`src/rtl/mips_mem_pkg.sv`:
```
// Shared types and defaults for the instruction/data memory arbiter.
package mips_mem_pkg;

    localparam int unsigned WIDTH_DEF        = 32;
    localparam int unsigned STARVE_LIMIT_DEF = 4;

    typedef enum logic [1:0] {
        IDLE  = 2'd0,
        IBUSY = 2'd1,
        DBUSY = 2'd2,
        RESP  = 2'd3
    } state_e;

    typedef enum logic {
        GNT_I = 1'b0,
        GNT_D = 1'b1
    } gnt_e;

endpackage

```
`src/rtl/mem_arbiter_if.sv`:
```
// Core-side request/response and memory-side bus seen by the arbiter.
interface mem_arbiter_if #(
    parameter int unsigned WIDTH = mips_mem_pkg::WIDTH_DEF
);
    logic             if_req;
    logic [WIDTH-1:0] if_adr;
    logic [WIDTH-1:0] if_rdata;
    logic             if_ack;
    logic             d_req;
    logic             d_we;
    logic [WIDTH-1:0] d_adr;
    logic [WIDTH-1:0] d_wdata;
    logic [WIDTH-1:0] d_rdata;
    logic             d_ack;
    logic             mem_req;
    logic             memwrite;
    logic [WIDTH-1:0] dataadr;
    logic [WIDTH-1:0] writedata;
    logic [WIDTH-1:0] mem_rdata;
    logic             mem_ready;
    logic             busy;

    modport slave (
        input  if_req, if_adr, d_req, d_we, d_adr, d_wdata, mem_rdata, mem_ready,
        output if_rdata, if_ack, d_rdata, d_ack, mem_req, memwrite, dataadr, writedata, busy
    );

    modport master (
        output if_req, if_adr, d_req, d_we, d_adr, d_wdata, mem_rdata, mem_ready,
        input  if_rdata, if_ack, d_rdata, d_ack, mem_req, memwrite, dataadr, writedata, busy
    );
endinterface

```
`src/rtl/mem_arb_prio.sv`:
```
// Grant selection (data first) with a saturating counter that forces a
// pending fetch through after STARVE_LIMIT consecutive data grants.
module mem_arb_prio
    import mips_mem_pkg::*;
#(
    parameter int unsigned STARVE_LIMIT = STARVE_LIMIT_DEF
) (
    input  logic clk,
    input  logic reset,
    input  logic arb_en,
    input  logic if_req,
    input  logic d_req,
    output logic gnt_valid_c,
    output gnt_e gnt_c
);

    localparam int unsigned CNT_W = $clog2(STARVE_LIMIT + 1);

    logic [CNT_W-1:0] starve_cnt_q;
    logic [CNT_W-1:0] starve_cnt_d;
    logic             starved_c;

    always_comb begin
        starved_c    = if_req && (starve_cnt_q == CNT_W'(STARVE_LIMIT));
        gnt_valid_c  = if_req || d_req;
        gnt_c        = (d_req && !starved_c) ? GNT_D : GNT_I;
        starve_cnt_d = starve_cnt_q;
        if (arb_en && gnt_valid_c) begin
            // Only a data grant that bypasses a waiting fetch counts toward starvation.
            if ((gnt_c == GNT_D) && if_req) begin
                if (starve_cnt_q != CNT_W'(STARVE_LIMIT)) begin
                    starve_cnt_d = starve_cnt_q + CNT_W'(1);
                end
            end else begin
                starve_cnt_d = '0;
            end
        end
    end

    always_ff @(posedge clk) begin
        if (reset) begin
            starve_cnt_q <= '0;
        end else begin
            starve_cnt_q <= starve_cnt_d;
        end
    end

endmodule

```
`src/rtl/mem_arbiter.sv`:
```
// Single-port memory arbiter between instruction fetch and load/store:
// one granted access at a time, registered memory bus and one-cycle acks.
module mem_arbiter
    import mips_mem_pkg::*;
#(
    parameter int unsigned WIDTH        = WIDTH_DEF,
    parameter int unsigned STARVE_LIMIT = STARVE_LIMIT_DEF
) (
    input logic          clk,
    input logic          reset,
    mem_arbiter_if.slave bus
);

    state_e           state_q, state_d;
    gnt_e             owner_q, owner_d;
    logic             mem_req_q, mem_req_d;
    logic             memwrite_q, memwrite_d;
    logic [WIDTH-1:0] dataadr_q, dataadr_d;
    logic [WIDTH-1:0] writedata_q, writedata_d;
    logic [WIDTH-1:0] if_rdata_q, if_rdata_d;
    logic [WIDTH-1:0] d_rdata_q, d_rdata_d;
    logic             if_ack_q, if_ack_d;
    logic             d_ack_q, d_ack_d;
    logic             busy_q, busy_d;

    logic gnt_valid_c;
    gnt_e gnt_c;

    mem_arb_prio #(
        .STARVE_LIMIT (STARVE_LIMIT)
    ) u_prio (
        .clk         (clk),
        .reset       (reset),
        .arb_en      (state_q == IDLE),
        .if_req      (bus.if_req),
        .d_req       (bus.d_req),
        .gnt_valid_c (gnt_valid_c),
        .gnt_c       (gnt_c)
    );

    always_comb begin
        state_d     = state_q;
        owner_d     = owner_q;
        mem_req_d   = mem_req_q;
        memwrite_d  = memwrite_q;
        dataadr_d   = dataadr_q;
        writedata_d = writedata_q;
        if_rdata_d  = if_rdata_q;
        d_rdata_d   = d_rdata_q;
        if_ack_d    = 1'b0;
        d_ack_d     = 1'b0;

        case (state_q)
            IDLE: begin
                if (gnt_valid_c) begin
                    mem_req_d = 1'b1;
                    owner_d   = gnt_c;
                    if (gnt_c == GNT_D) begin
                        state_d     = DBUSY;
                        dataadr_d   = bus.d_adr;
                        writedata_d = bus.d_wdata;
                        memwrite_d  = bus.d_we;
                    end else begin
                        state_d     = IBUSY;
                        dataadr_d   = bus.if_adr;
                        writedata_d = '0;
                        memwrite_d  = 1'b0;
                    end
                end
            end
            IBUSY, DBUSY: begin
                // Bus stays frozen until memory signals completion.
                if (bus.mem_ready) begin
                    state_d    = RESP;
                    mem_req_d  = 1'b0;
                    memwrite_d = 1'b0;
                    if (owner_q == GNT_I) begin
                        if_rdata_d = bus.mem_rdata;
                        if_ack_d   = 1'b1;
                    end else begin
                        if (!memwrite_q) begin
                            d_rdata_d = bus.mem_rdata;
                        end
                        d_ack_d = 1'b1;
                    end
                end
            end
            RESP: begin
                state_d = IDLE;
            end
            default: begin
                state_d = IDLE;
            end
        endcase

        busy_d = (state_d != IDLE);
    end

    always_ff @(posedge clk) begin
        if (reset) begin
            state_q     <= IDLE;
            owner_q     <= GNT_I;
            mem_req_q   <= 1'b0;
            memwrite_q  <= 1'b0;
            dataadr_q   <= '0;
            writedata_q <= '0;
            if_rdata_q  <= '0;
            d_rdata_q   <= '0;
            if_ack_q    <= 1'b0;
            d_ack_q     <= 1'b0;
            busy_q      <= 1'b0;
        end else begin
            state_q     <= state_d;
            owner_q     <= owner_d;
            mem_req_q   <= mem_req_d;
            memwrite_q  <= memwrite_d;
            dataadr_q   <= dataadr_d;
            writedata_q <= writedata_d;
            if_rdata_q  <= if_rdata_d;
            d_rdata_q   <= d_rdata_d;
            if_ack_q    <= if_ack_d;
            d_ack_q     <= d_ack_d;
            busy_q      <= busy_d;
        end
    end

    assign bus.mem_req   = mem_req_q;
    assign bus.memwrite  = memwrite_q;
    assign bus.dataadr   = dataadr_q;
    assign bus.writedata = writedata_q;
    assign bus.if_rdata  = if_rdata_q;
    assign bus.d_rdata   = d_rdata_q;
    assign bus.if_ack    = if_ack_q;
    assign bus.d_ack     = d_ack_q;
    assign bus.busy      = busy_q;

endmodule
```
`src/flat_wrapper.sv`:
```
// flat-port wrapper written by rule: the top's interface ports become plain ports
module mem_arbiter_flat import mips_mem_pkg::*;
#(
    parameter int unsigned WIDTH        = WIDTH_DEF,
    parameter int unsigned STARVE_LIMIT = STARVE_LIMIT_DEF
)
  (clk, reset, bus_if_req, bus_if_adr, bus_d_req, bus_d_we, bus_d_adr, bus_d_wdata, bus_mem_rdata, bus_mem_ready, bus_if_rdata, bus_if_ack, bus_d_rdata, bus_d_ack, bus_mem_req, bus_memwrite, bus_dataadr, bus_writedata, bus_busy);
  mem_arbiter_if #(.WIDTH(WIDTH)) bus_i ();
  input logic clk;
  input logic reset;
  input wire logic [$bits(bus_i.if_req)-1:0] bus_if_req;
  input wire logic [$bits(bus_i.if_adr)-1:0] bus_if_adr;
  input wire logic [$bits(bus_i.d_req)-1:0] bus_d_req;
  input wire logic [$bits(bus_i.d_we)-1:0] bus_d_we;
  input wire logic [$bits(bus_i.d_adr)-1:0] bus_d_adr;
  input wire logic [$bits(bus_i.d_wdata)-1:0] bus_d_wdata;
  input wire logic [$bits(bus_i.mem_rdata)-1:0] bus_mem_rdata;
  input wire logic [$bits(bus_i.mem_ready)-1:0] bus_mem_ready;
  output wire logic [$bits(bus_i.if_rdata)-1:0] bus_if_rdata;
  output wire logic [$bits(bus_i.if_ack)-1:0] bus_if_ack;
  output wire logic [$bits(bus_i.d_rdata)-1:0] bus_d_rdata;
  output wire logic [$bits(bus_i.d_ack)-1:0] bus_d_ack;
  output wire logic [$bits(bus_i.mem_req)-1:0] bus_mem_req;
  output wire logic [$bits(bus_i.memwrite)-1:0] bus_memwrite;
  output wire logic [$bits(bus_i.dataadr)-1:0] bus_dataadr;
  output wire logic [$bits(bus_i.writedata)-1:0] bus_writedata;
  output wire logic [$bits(bus_i.busy)-1:0] bus_busy;
  assign bus_i.if_req = bus_if_req;
  assign bus_i.if_adr = bus_if_adr;
  assign bus_i.d_req = bus_d_req;
  assign bus_i.d_we = bus_d_we;
  assign bus_i.d_adr = bus_d_adr;
  assign bus_i.d_wdata = bus_d_wdata;
  assign bus_i.mem_rdata = bus_mem_rdata;
  assign bus_i.mem_ready = bus_mem_ready;
  assign bus_if_rdata = bus_i.if_rdata;
  assign bus_if_ack = bus_i.if_ack;
  assign bus_d_rdata = bus_i.d_rdata;
  assign bus_d_ack = bus_i.d_ack;
  assign bus_mem_req = bus_i.mem_req;
  assign bus_memwrite = bus_i.memwrite;
  assign bus_dataadr = bus_i.dataadr;
  assign bus_writedata = bus_i.writedata;
  assign bus_busy = bus_i.busy;
  mem_arbiter #(.WIDTH(WIDTH), .STARVE_LIMIT(STARVE_LIMIT)) u_core (.clk(clk), .reset(reset), .bus(bus_i));
endmodule
```
`config.mk`:
```
export PLATFORM = sky130hd
export DESIGN_NAME = mem_arbiter_flat
export DESIGN_NICKNAME = d
export VERILOG_FILES = /design/src/rtl/mips_mem_pkg.sv /design/src/rtl/mem_arbiter_if.sv /design/src/rtl/mem_arb_prio.sv /design/src/rtl/mem_arbiter.sv /design/src/flat_wrapper.sv
export SDC_FILE = /design/constraint.sdc
export NUM_CORES = 1
export LEC_CHECK = 0
export BUFFER_PORTS_ARGS = -buffer_cell sky130_fd_sc_hd__buf_2
export CORE_MARGIN = 2
export CORE_UTILIZATION = 35
export DETAILED_ROUTE_END_ITERATION = 16
export GPL_TIMING_DRIVEN = 0
export PLACE_DENSITY = 0.76
export REMOVE_ABC_BUFFERS = 1
export SKIP_CTS_REPAIR_TIMING = 1
export SYNTH_ARGS = -nofsm -noshare
export SYNTH_HDL_FRONTEND = slang
export SYNTH_SLANG_ARGS = --single-unit
```
`constraint.sdc`:
```
create_clock -name clk -period 4.3 [get_ports clk]
set_clock_uncertainty 0.1 [all_clocks]
set_input_delay 0.43 -clock clk [delete_from_list [all_inputs] [get_ports clk]]
set_output_delay 0.43 -clock clk [all_outputs]
set_load 0.05 [all_outputs]
```
== After elaboration in Yosys (flattened, before gate mapping) ==
Cells that the tools add are included.
Storage, ports and cells
  register bits: 139
  logic and storage cells: 58
Operators by class
  $add $sub $neg: 1
  eq/ne operators: 8
  multiplexer cells: 17
  bitwise gates (word level): 4
  reduce and logical (&&, ||, !) cells: 16
Operator list (count)
  $mux W32: 2
  $mux W1: 7
  $mux W2: 3
  $mux W3: 2
  $pmux W2 S3: 1
  $reduce_and A3 Y1: 2
  $eq A2 B2 Y1 const B: 2
  $logic_and A1 B1 Y1: 4
  $ne A2 B1 Y1 const B: 2
  $not A1 Y1: 4
  $pmux W1 S2: 2
  $reduce_and A2 Y1: 2
  $reduce_and A4 Y1: 1
  $reduce_bool A2 Y1: 2
  $add A3 B1 Y3 const B: 1
  $eq A3 B3 Y1 const B: 1
  $ne A3 B3 Y1 const B: 1
  $reduce_or A3 Y1: 1
  $eq A2 B1 Y1 const B: 1
  $logic_not A2 Y1: 1
  $ne A2 B2 Y1 const B: 1
  $reduce_or A2 Y1: 1
  $logic_not A1 Y1: 1
  $logic_or A1 B1 Y1: 1

== Depth between registers and ports, before layout ==
  depth in word-level cells: 9
  depth in mapped cells: 8
  mapped depth without buffers: 5

== Modules after synthesis ==
From an unflattened synthesis, not the netlist that was laid out.
Unflattened totals
  cell total of the unflattened synthesis: 624
  area, all modules: 5442.7 µm²
By module, submodules not included
  mem_arbiter: times used 1, cells each 604, area each 5248.8 µm², seq. area each 2722.6 µm²
  mem_arb_prio: times used 1, cells each 20, area each 193.9 µm², seq. area each 60.1 µm²

== Least setup slack after synthesis ==
OpenSTA, ideal clock, no wires.
  path type: register to register
  start point: reg u_core.u_prio.starve_cnt_q[0]
  end point: reg u_core.writedata_q[10], in the netlist u_core.bus.writedata[10]
  arrival time: 1542 ps
  data required time: 4140 ps
  slack: 2598 ps
  cell stages (with the launch flop): 8
  buffers on the path: 2
  cells stage by stage: dfxtp_1 -> inv_1 -> ha_1 -> and3_1 -> buf_6 -> nor4b_4 -> buf_6 -> a22o_1
On the way
  cells in the longest elaborated chain, start to end: 6
Ends and longest elaborated chain
  from (decl): RTL line mem_arb_prio.sv:19  | logic [CNT_W-1:0] starve_cnt_q;
  from (signal assigned): RTL line mem_arb_prio.sv:44  | starve_cnt_q <= starve_cnt_d;
  $eq A3 B3 Y1: RTL line mem_arb_prio.sv:24  | starved_c = if_req && (starve_cnt_q == CNT_W'(STARVE_LIMIT));
  $logic_and A1 B1 Y1: RTL line mem_arb_prio.sv:24
  $logic_not A1 Y1: RTL line mem_arb_prio.sv:26  | gnt_c = (d_req && !starved_c) ? GNT_D : GNT_I;
  $logic_and A1 B1 Y1: RTL line mem_arb_prio.sv:26
  $mux W1: RTL line mem_arb_prio.sv:26
  $mux W32: RTL line mem_arbiter.sv:58  | if (gnt_c == GNT_D) begin
  to (signal assigned): RTL line mem_arbiter.sv:118  | writedata_q <= writedata_d;
  to (decl): RTL line mem_arbiter.sv:19  | logic [WIDTH-1:0] writedata_q, writedata_d;
Every way passes these cells.
A chain may end at the register's enable or synchronous reset.

== Final worst setup path ==
  start point: in bus_d_req
  end point: reg u_core.writedata_q[15], in the netlist u_core.bus.writedata[15]
On the way
  cells in the longest elaborated chain, start to end: 3
  elaborated cells on any way between the ends: 5
Ends and longest elaborated chain
  from (decl): RTL line flat_wrapper.sv:13  | input wire logic [$bits(bus_i.d_req)-1:0] bus_d_req;
  $logic_and A1 B1 Y1: RTL line mem_arb_prio.sv:26
  $mux W1: RTL line mem_arb_prio.sv:26
  $mux W32: RTL line mem_arbiter.sv:58
Parallel ways exist; a longest one is shown, timed or not.

==> flow_metrics.py <==
metrics = {
    "global_routing": {
        "grtUsageTotal": 0.193,
        "use_met2": 0.328,
        "grt_max_degree": 68,
        "overflow": 0,
        "antenna_found_initial": 0,
        "grt_busiest_layer": "met2",
        "grt.met1_usage": 0.235,
        "grt_pass1_wl_um": 24800,
        "grt_use_met3": 0.0620,
        "first_global_vias": 4972,
    },
    "yosys": {
        "async_flop_share": 0,
        "syn_area_sq_um": 5280,
        "ys_seq_area_frac": 0.527,
        "yosys_warnings": 0,
        "synth_flop_cell": "dfxtp_1",
        "syn_avg_cell_area_sq_um": 8.67,
        "synth_cell_types": 37,
        "synthCells": 609,
        "synth-seq-cells": 139,
        "synth-edff-count": 0,
    },
    "cts": {
        "clk_pin_slew_worst_paths_ps": 60,
        "cts_max_level": 4,
        "cts_buffers": 17,
        "cts_tree": "yes",
        "worstSkewPairLatency_ps": 410,
        "clock-sinks": 139,
        "cts_buffer_depth": 2,
        "cts-root-buf": "clkbuf_16",
    },
    "timing": {
        "max_freq_mhz": 358,
        "rsz0062_at_grt": "false",
        "relSlewSlack": 0.119,
        "setup_tns_ps": 0,
        "post-route-min-period_ps": 2790,
        "slew_violations": 0,
        "period_share": 0.649,
        "worst_pin_slew_ps": 1320,
        "hold_violations": 0,
        "setup_violations": 0,
        "holdWs_ps": 125,
    },
    "power": {
        "seqPwrFrac": 0.389,
        "ir_drop_mv": 0.272,
        "internal_power_mw": 2.45,
        "p_leak_nw": 3.31,
        "power_switching_mw": 1.27,
        "power_frac_comb": 0.230,
        "p_per_area_nw_per_um2": 513,
        "p_clk_frac": 0.380,
        "switching_share": 0.341,
    },
    "final_layout": {
        "fin_nets": 981,
        "fill_cells": 1418,
        "design_area_sq_um": 7260,
        "syn2layout_area_growth_pct": 37.5,
        "utilization": 0.496,
        "drive_gt1_frac": 0.363,
        "diodes": 0,
    },
    "detailed_routing": {
        "drtPass1Iterations": 5,
        "drt_wl_total_um": 15700,
        "postRouteAntennaNets": 0,
        "routedWlPerCell_um": 15.1,
        "num_vias": 5305,
        "vias_per_cell": 5.10,
        "drc": 0,
        "drtIter0Drc": 292,
    },
    "place": {
        "placed_area_sq_um": 6660,
        "hpwl_um": 10700,
        "io_buffers": 266,
        "gp_congestion": 0.755,
    },
    "floorplan": {
        "die-area_sq_um": 16100,
        "die_h_um": 127,
        "fp.dieW_um": 127,
        "row_count": 44,
        "io_pins": 267,
        "core_sq_um": 14600,
        "start_util": 0.360,
    },
    "hold_path": {
        "holdCritPathClass": "input pin to flip-flop",
    },
    "critical_path": {
        "cp.required_ps": 4560,
        "arrival_ps": 3050,
        "cp_max_fo": 46,
        "end_kind": "flip-flop",
        "critPathKind": "input pin to flip-flop",
        "startpoint_type": "input pin",
    },
    "outcome": {
        "status": "finished clean",
    },
    "run": {
        "cap_violations": 0,
    },
}
## final cells by class
class | instances | area [sq um] | area share
tap | 184 | 230 | 0.0317
clock inverter | 14 | 138 | 0.0190
clock buffer | 18 | 439 | 0.0605
sequential | 139 | 2780 | 0.383
inverter | 5 | 18.8 | 0.00258
multi-input combinational | 407 | 2190 | 0.302
timing repair buffer | 273 | 1460 | 0.201
## worst max-delay path: stages
cell     delay [ps]
buf_2           670
inv_1           730
nor4b_4         640
buf_6           240
buf_6           170
a22o_1          150
## power groups by stage
stage | clock, mW | sequential, mW | combinational, mW
floorplan | 0 | 1.83 | 0.225
global placement | 0 | 1.47 | 0.833
detailed placement | 0 | 1.47 | 0.854
CTS | 1.45 | 1.45 | 0.855
global route | 1.51 | 1.46 | 0.914
finish | 1.42 | 1.45 | 0.858
## kinds of logic (layout without fill, tap and decap cells)
kind of cell,count (synthesis),count (layout),share of synthesized area
compound gates,178,178,0.218
fa+ha+maj,4,4,0.00948
buf+inv,63,310,0.0585
flops,139,139,0.527
mux,2,2,0.00403
simple gates,223,223,0.183
## metal layers
metal	vias to the layer above	wire length, um
met2	249	7520
met5	-	0
li1	2603	-
met4	0	184
met1	2436	6670
met3	17	1290
## worst paths after layout
path                                              start  slack (ps)                                    end  cells after the start
max                                           bus_d_req        1510  u_core.bus.writedata[15]$_SDFFE_PP0P_                      6
max reg2reg  u_core.u_prio.starve_cnt_q[0]$_SDFFE_PP0P_        1700  u_core.bus.writedata[15]$_SDFFE_PP0P_                      7
min reg2reg         u_core.bus.d_rdata[25]$_SDFFE_PP0P_         350    u_core.bus.d_rdata[25]$_SDFFE_PP0P_                      2
min                                     bus_d_wdata[27]         130  u_core.bus.writedata[27]$_SDFFE_PP0P_                      2
## synth_stat cells (4+ instances only)
cell / number / area, sq um
a21oi_1: 71 / 355
a22o_1: 32 / 280
a311oi_1: 32 / 280
buf_1: 4 / 15.0
buf_2: 22 / 110
buf_6: 4 / 45.0
clkbuf_1: 22 / 82.6
dfxtp_1: 139 / 2780
ha_1: 4 / 50.1
inv_1: 5 / 18.8
nand2_1: 135 / 507
nand3_1: 35 / 175
nor2_1: 35 / 131
o21ai_0: 33 / 165
## placed cells by master (no fill, tap or decap), drive strengths merged
| cell type | Yosys | final |
|---|---|---|
| mux2i | 1 | 1 |
| a32oi | 1 | 1 |
| clkinv | 0 | 5 |
| nand3b | 1 | 1 |
| buf | 33 | 273 |
| nor4b | 1 | 1 |
| mux2 | 1 | 1 |
| nor2b | 3 | 3 |
| a31oi | 1 | 1 |
| nor2 | 35 | 35 |
| o311ai | 1 | 1 |
| a311oi | 32 | 32 |
| and4b | 1 | 1 |
| a2bb2oi | 1 | 1 |
| or2 | 1 | 1 |
| bufinv | 0 | 1 |
| a21oi | 71 | 71 |
| and3 | 2 | 2 |
| o21a | 1 | 1 |
| dfxtp | 139 | 139 |
| clkinvlp | 0 | 4 |
| inv | 5 | 9 |
| o22ai | 1 | 1 |
| nand3 | 36 | 36 |
| o211ai | 1 | 1 |
| a22o | 32 | 32 |
| o21ai | 36 | 36 |
| nor3b | 3 | 3 |
| and3b | 3 | 3 |
| nand2 | 135 | 135 |
| nand4b | 1 | 1 |
| ha | 4 | 4 |
| nand4 | 1 | 1 |
| clkbuf | 25 | 18 |
## sequential cells by signal, indices dropped and copies added, names as in the netlist
| register | flops |
|---|---|
| u_core.state_q | 2 |
| u_core.bus.d_rdata | 32 |
| u_core.bus.d_ack | 1 |
| u_core.bus.dataadr | 32 |
| u_core.u_prio.starve_cnt_q | 3 |
| u_core.bus.writedata | 32 |
| u_core.bus.if_ack | 1 |
| u_core.bus.if_rdata | 32 |
| u_core.bus.mem_req | 1 |
| u_core.bus.memwrite | 1 |
| u_core.owner_q | 1 |
| u_core.bus.busy | 1 |
## per-stage QoR
stage	power, mW	instances	setup WS [ps]
CTS	3.75	1039	1500
finish	3.72	1040	1510
global route	3.89	1040	1310
global placement	2.30	1001	-461
detailed placement	2.33	1007	1070
floorplan	2.05	551	1250
(Power assumes the default switching activity.)
